$ cat src/rtl/ppr_final_adder_if.sv
// Handshake bundle between the reduction tree, the slice-serial final adder and its consumer.
// The slave side is the adder; the master side drives operands and accepts results.
interface ppr_final_adder_if #(
   parameter int WIDTH = 16
);
   logic             in_valid;
   logic             in_ready;
   logic [WIDTH-1:0] in_s;
   logic [WIDTH-1:0] in_c;
   logic             out_valid;
   logic             out_ready;
   logic [WIDTH-1:0] out_p;
   logic             out_cout;

   modport slave (
      input  in_valid, in_s, in_c, out_ready,
      output in_ready, out_valid, out_p, out_cout
   );

   modport master (
      output in_valid, in_s, in_c, out_ready,
      input  in_ready, out_valid, out_p, out_cout
   );
endinterface

$ cat src/rtl/ppr_final_adder.sv
// Slice-serial final adder for a carry-save pair: adds SLICE bits per cycle with a rippled
// carry, then presents the WIDTH-bit sum and carry-out under a valid/ready handshake.
module ppr_final_adder #(
   parameter int WIDTH = 16,
   parameter int SLICE = 4
) (
   input logic              clk,
   input logic              resetb,
   ppr_final_adder_if.slave bus
);
   localparam int NSLICE = WIDTH / SLICE;
   localparam int IW     = (NSLICE > 1) ? $clog2(NSLICE) : 1;

   typedef enum logic [1:0] {IDLE, ADD, DONE} state_t;

   state_t           state_reg;
   logic [WIDTH-1:0] s_reg;
   logic [WIDTH-1:0] c_reg;
   logic [WIDTH-1:0] part_reg;
   logic [WIDTH-1:0] out_p_reg;
   logic [IW-1:0]    idx_reg;
   logic             carry_reg;
   logic             out_cout_reg;

   logic [SLICE-1:0] s_slice [NSLICE];
   logic [SLICE-1:0] c_slice [NSLICE];
   logic [SLICE:0]   slice_sum;
   logic [WIDTH-1:0] part_next;
   logic             last_slice;

   genvar gi;
   generate
      for (gi = 0; gi < NSLICE; gi++) begin : g_slice
         assign s_slice[gi] = s_reg[gi*SLICE +: SLICE];
         assign c_slice[gi] = c_reg[gi*SLICE +: SLICE];
         // Only the slice being processed this cycle takes the fresh sum.
         assign part_next[gi*SLICE +: SLICE] = (idx_reg == IW'(gi)) ? slice_sum[SLICE-1:0]
                                                                    : part_reg[gi*SLICE +: SLICE];
      end
   endgenerate

   always_comb begin
      slice_sum = {1'b0, s_slice[idx_reg]} + {1'b0, c_slice[idx_reg]} + {{SLICE{1'b0}}, carry_reg};
   end

   assign last_slice = (idx_reg == IW'(NSLICE - 1));

   always_ff @(posedge clk or negedge resetb) begin
      if (!resetb) begin
         state_reg    <= IDLE;
         s_reg        <= '0;
         c_reg        <= '0;
         part_reg     <= '0;
         out_p_reg    <= '0;
         idx_reg      <= '0;
         carry_reg    <= 1'b0;
         out_cout_reg <= 1'b0;
      end else begin
         case (state_reg)
            IDLE: begin
               if (bus.in_valid) begin
                  s_reg     <= bus.in_s;
                  c_reg     <= bus.in_c;
                  part_reg  <= '0;
                  idx_reg   <= '0;
                  carry_reg <= 1'b0;
                  state_reg <= ADD;
               end
            end
            ADD: begin
               part_reg  <= part_next;
               carry_reg <= slice_sum[SLICE];
               idx_reg   <= idx_reg + 1'b1;
               if (last_slice) begin
                  // Result registers move only here, so they hold between operations.
                  out_p_reg    <= part_next;
                  out_cout_reg <= slice_sum[SLICE];
                  idx_reg      <= '0;
                  state_reg    <= DONE;
               end
            end
            DONE: begin
               if (bus.out_ready) begin
                  state_reg <= IDLE;
               end
            end
            default: state_reg <= IDLE;
         endcase
      end
   end

   assign bus.in_ready  = (state_reg == IDLE);
   assign bus.out_valid = (state_reg == DONE);
   assign bus.out_p     = out_p_reg;
   assign bus.out_cout  = out_cout_reg;
endmodule

$ cat src/flat_wrapper.sv
// flat-port wrapper written by rule: the top's interface ports become plain ports
module ppr_final_adder_flat 
#(
   parameter int WIDTH = 16,
   parameter int SLICE = 4
)
  (clk, resetb, bus_in_valid, bus_in_s, bus_in_c, bus_out_ready, bus_in_ready, bus_out_valid, bus_out_p, bus_out_cout);
  ppr_final_adder_if #(.WIDTH(WIDTH)) bus_i ();
  input logic clk;
  input logic resetb;
  input wire logic [$bits(bus_i.in_valid)-1:0] bus_in_valid;
  input wire logic [$bits(bus_i.in_s)-1:0] bus_in_s;
  input wire logic [$bits(bus_i.in_c)-1:0] bus_in_c;
  input wire logic [$bits(bus_i.out_ready)-1:0] bus_out_ready;
  output wire logic [$bits(bus_i.in_ready)-1:0] bus_in_ready;
  output wire logic [$bits(bus_i.out_valid)-1:0] bus_out_valid;
  output wire logic [$bits(bus_i.out_p)-1:0] bus_out_p;
  output wire logic [$bits(bus_i.out_cout)-1:0] bus_out_cout;
  assign bus_i.in_valid = bus_in_valid;
  assign bus_i.in_s = bus_in_s;
  assign bus_i.in_c = bus_in_c;
  assign bus_i.out_ready = bus_out_ready;
  assign bus_in_ready = bus_i.in_ready;
  assign bus_out_valid = bus_i.out_valid;
  assign bus_out_p = bus_i.out_p;
  assign bus_out_cout = bus_i.out_cout;
  ppr_final_adder #(.WIDTH(WIDTH), .SLICE(SLICE)) u_core (.clk(clk), .resetb(resetb), .bus(bus_i));
endmodule
$ cat config.mk
export PLATFORM = sky130hd
export DESIGN_NAME = ppr_final_adder_flat
export DESIGN_NICKNAME = d
export VERILOG_FILES = /design/src/rtl/ppr_final_adder_if.sv /design/src/rtl/ppr_final_adder.sv /design/src/flat_wrapper.sv
export SDC_FILE = /design/constraint.sdc
export NUM_CORES = 1
export LEC_CHECK = 0
export ABC_AREA = 1
export CORE_UTILIZATION = 52
export DETAILED_ROUTE_END_ITERATION = 8
export GPL_TIMING_DRIVEN = 0
export PLACE_DENSITY = 0.79
export SYNTH_ARGS = -nofsm -noshare
export SYNTH_HDL_FRONTEND = slang
export SYNTH_SLANG_ARGS = --single-unit
$ cat constraint.sdc
create_clock -name clk -period 3.1 [get_ports clk]
set_input_delay 0.62 -clock clk [delete_from_list [all_inputs] [get_ports clk]]
set_output_delay 0.62 -clock clk [all_outputs]
set_load 0.03 [all_outputs]
; After elaboration in Yosys (flattened, before gate mapping)
; Index checks and enable logic that the tools add are counted.
; Widths: inputs -> output; s select.
[word_totals]
romBits = 0
latch_bits = 0
mem_count = 0
ff_bits = 70
word_cells = 49
ramBits = 0
[op_classes]
multipliers = 0
bitwise_logic = 1
n_mux = 21
div = 0
shift = 0
n_reduce_logical = 7
addsub = 3
n_eq_ne = 8
n_lt_le_gt_ge = 1
[op_table]
columns = op, n
row1 = $mux 4, 8
row2 = $pmux 16 s2, 1
row3 = $bmux 4 s2, 2
row4 = $mux 16, 1
row5 = $mux 2, 5
row6 = $eq 2x2->1 const B, 3
row7 = $pmux 2 s3, 1
row8 = $reduce_and 2->1, 3
row9 = $add 4x4->5, 1
row10 = $add 5x1->5, 1
row11 = $eq 2x1->1 const B, 2
row12 = $logic_not 2->1, 2
row13 = $ne 2x2->1 const B, 2
row14 = $pmux 2 s2, 1
row15 = $ge 3x3->1 const B, 1
row16 = $not 2->3, 1
row17 = $reduce_and 3->1, 1
row18 = $add 2x1->2 const B, 1
row19 = $ne 2x1->1 const B, 1
row20 = $pmux 1 s2, 1
row21 = $reduce_bool 2->1, 1
row22 = $mux 1, 1

; Logic depth before layout (Yosys ltp)
[depth]
word_depth = 8
depth_mapped = 12

; Least setup slack after synthesis
; No wires, ideal clock.
[synth_timing]
kind = register -> register
from = register u_core.idx_reg[0]
to = register u_core.part_reg[2]
path_stages_with_launch = 12
t_required_ns = 2.972
setup_ns = 0.128
path_slack_ns = 0.663
arrival_ns = 2.309
n_path_buf = 2
path_cell_list = dfrtp_1 buf_2 inv_1 buf_2 o21ai_0 o22ai_1 fa_1 fa_1 xnor2_1 nand2_1 o21ai_0 o21ai_0
[synth_between]
elab_chain_cells = 8
word_cells_on_any_way = 12
classes_between = add/sub: 2 / mux: 8 / bitwise: 1 / reduce/logical: 1
[synth_rtl]
columns = element, line
row1 = start: declaration, ppr_final_adder.sv:21  ; logic [IW-1:0] idx_reg;
row2 = start signal: assignment, ppr_final_adder.sv:73  ; idx_reg <= idx_reg + 1'b1;
row3 = $not 2->3 (implied by the code), ppr_final_adder.sv:43  ; slice_sum = {1'b0, s_slice[idx_reg]} + {1'b0, c_slice[idx_reg]} + {{SLICE{1'b0}}, carry_reg};
row4 = $bmux 4 s2, ppr_final_adder.sv:43
row5 = $mux 4 (implied by the code) (2 in a row), ppr_final_adder.sv:43
row6 = $add 4x4->5, ppr_final_adder.sv:43
row7 = $add 5x1->5, ppr_final_adder.sv:43
row8 = $mux 4 *, ppr_final_adder.sv:37  ; assign part_next[gi*SLICE +: SLICE] = (idx_reg == IW'(gi)) ? slice_sum[SLICE-1:0]
row9 = $pmux 16 s2 *, ppr_final_adder.sv:59  ; case (state_reg)
row10 = end signal: assignment, ppr_final_adder.sv:71  ; part_reg <= part_next;
row11 = end: declaration, ppr_final_adder.sv:19  ; logic [WIDTH-1:0] part_reg;
; Mark *: on every way between the ends. The rest lies on a longest branch, timed or not. The select of a mux whose other input is x is not followed.
; A chain may end at the register's enable or synchronous reset.

; Final worst setup path
; Ends and elaborated chain as after synthesis.

==> results.json <==
{
  "layout_common_cells": "dfrtp_1 (66), nand2_1 (63), clkdlybuf4s50_1 (53)",
  "place_inst": 416,
  "drtPass1Iterations": 4,
  "p_int_mw": 2.99,
  "p_leak_nw": 1.92,
  "async_flop_share_pct": 100,
  "cts_htree_levels": 3,
  "gp_congestion": 0.818,
  "wl_per_cell_um": 15.3,
  "cts_buffer_depth": 2,
  "syn_nets": 335,
  "nets": 403,
  "drcViolationCount": 0,
  "antenna_found_initial": 0,
  "overflow": 0,
  "vdd_drop_max_v": 0.000583,
  "power_mw": 5.15,
  "grtUsageTotal_pct": 23.5,
  "final_cells": 435,
  "seq_area_frac_synth_pct": 52.4,
  "pwr-share-clk_pct": 15.7,
  "pwr_density_cell_nw_per_um2": 1280,
  "fp.dieH_um": 79.9,
  "syn-instance-count": 290,
  "layout_setup_ws_ns": 0.130,
  "cts_tree": "built",
  "io_pins": 55,
  "final_common_cell": "dfrtp_1",
  "hold_class": "in -> async",
  "dpl.hpwl_um": 4660,
  "start_util_pct": 55.5,
  "synth_warnings": 0,
  "worstMarginPinSlew_ns": 0.806,
  "period_share_pct": 95.8,
  "syn_avg_cell_area_um2": 10.9,
  "fp.dieArea_um2": 6380,
  "diodes": 0,
  "ant_nets": 0,
  "synthDistinctLibCells": 27,
  "vias_per_cell": 5.39,
  "synth_edf_count": 0,
  "synthFlopType": "dfrtp_1",
  "synth_area_um2": 3150,
  "required_ns": 3.32,
  "area_growth_pct": 27.9,
  "dr_total_vias": 2346,
  "drive_above_1_share_pct": 19.6,
  "ctsRootBufferMaster": "clkbuf_8",
  "num_rows": 27,
  "period_needed_ns": 2.97,
  "fmax_mhz": 337,
  "worstPathArrival_ns": 3.19,
  "finClkSkew_ns": 0.00636,
  "p_seq_share_pct": 29.5,
  "drt_wl_total_um": 6680,
  "setup_viol": 0,
  "drt-initial-drc-count": 235,
  "p_switching_mw": 2.16,
  "slew_headroom_pct": 46.3,
  "finalHoldViolCount": 0,
  "pre_cts_ws_ns": 0.180,
  "core_area_um2": 5680,
  "cts.reportedPaths.clkPinSlew_ns": 0.07,
  "swShare_pct": 41.9,
  "final_util_pct": 71.1,
  "path_class": "reg -> reg",
  "grt_first_pass_wirelength_um": 11200,
  "setup_tns_ns": 0,
  "clk-insertion-delay-late_ns": 0.35,
  "grt_start_max_net_pins": 67,
  "startpoint_type": "flip-flop",
  "die_w_um": 79.9,
  "cap_violations": 0,
  "port_buffers": 54,
  "cts.sinks": 66,
  "comb_power_share_pct": 54.8,
  "report.final.slew_viol_count": 0,
  "cts_buffers": 9,
  "synth-seq-cells": 66,
  "cp-end-kind": "flip-flop",
  "grt_pass1_vias": 2364,
  "status": "completed",
  "cp_max_fo": 11
}
[layout make-up]
cell class	instances	area, µm²
Timing Repair Buffer	57	561
Buffer	8	92.6
Fill cell	425	1640
Clock buffer	11	141
Tap cell	72	90.1
Inverter	17	70.1
Multi-Input combinational cell	199	1350
Clock inverter	5	77.6
Sequential cell	66	1650
[Yosys cell counts (2+ instances only)]
library cell  count  area share [%]
dfrtp_1          66              52
a21oi_1           2            0.32
o21ai_1           2            0.32
inv_1            14             1.7
o21ai_0          39             6.2
mux2_4           28              13
buf_12            3             1.9
mux2_2            4             1.4
fa_1              2             1.3
or2_2             4            0.79
o22ai_1          11             2.2
nand2_1          63             7.5
buf_2             2            0.32
nand3_1          12             1.9
nor2_1           17             2.0
nand2_4           4             1.4
ha_1              7             2.8
[power by group through the flow]
stage / Sequential [mW] / Combinational, mW / Clock (mW)
after floorplan: 1.64 / 1.81 / 0
after global placement: 1.51 / 2.60 / 0
after detailed placement: 1.53 / 2.72 / 0
after CTS: 1.52 / 2.74 / 0.814
after global routing: 1.57 / 3.07 / 0.852
final: 1.52 / 2.82 / 0.807
[per-stage QoR]
step	hold slack (ns)	instance area, µm²
global route	0.434	4030
finish	0.368	4030
CTS	0.395	4000
floorplan	0.324	3150
detailed placement	0.462	3780
global placement	0.455	3780
[cell families (layout without fill, tap and decap cells)]
kind of cell	Yosys count	in the layout	synth area share, %
AOI/OAI and AO/OA	55	55	9.25
xor gates and xnor gates	1	1	0.278
adders and majority gates	9	9	4.05
buffers and inverters	25	98	5.04
DFF	66	66	52.4
muxes	32	32	14.8
and+or+nand+nor	102	102	14.2
[critical path: stages (launching register included)]
cell and delay, ns:
dfrtp_1 0.38, buf_2 0.25, clkinvlp_4 0.16, buf_2 0.21, o21ai_0 0.21, o22ai_1 0.12
fa_1 0.44, fa_1 0.44, xnor2_2 0.29, nand2_1 0.08, o21ai_0 0.13, o21ai_0 0.12
[layer usage]
metal	GRT usage [%]	share of wire, %	routed length, µm	up-vias
li1	-	-	-	1109
met1	30.2	44	2950	1138
met2	38.1	49	3270	81
met3	4.57	4.3	290	18
met4	11.6	2.5	166	0
met5	0	0	0	-
[final timing paths]
| path | start | cells after the start | end | slack (ns) |
|---|---|---|---|---|
| max in group asynchronous | resetb | 1 | u_core.s_reg[9]$_DFFE_PN0P_ | 2.21 |
| worst max-delay path | u_core.idx_reg[0]$_DFFE_PN0P_ | 11 | u_core.part_reg[2]$_DFFE_PN0P_ | 0.13 |
| worst max register to register | u_core.idx_reg[0]$_DFFE_PN0P_ | 11 | u_core.part_reg[2]$_DFFE_PN0P_ | 0.13 |
| worst min-delay path | resetb | 1 | u_core.bus.out_p[1]$_DFFE_PN0P_ | 0.37 |
| worst min register to register | u_core.part_reg[11]$_DFFE_PN0P_ | 2 | u_core.part_reg[11]$_DFFE_PN0P_ | 0.48 |
| min in group clk | u_core.part_reg[11]$_DFFE_PN0P_ | 2 | u_core.part_reg[11]$_DFFE_PN0P_ | 0.48 |
[what timing repair did]
action	in CTS	in global routing
setup buffers	0	3
resized for setup	0	2
setup endpoints to repair	0	6
hold buffers	0	0
Power figures use the tool's default switching activity.
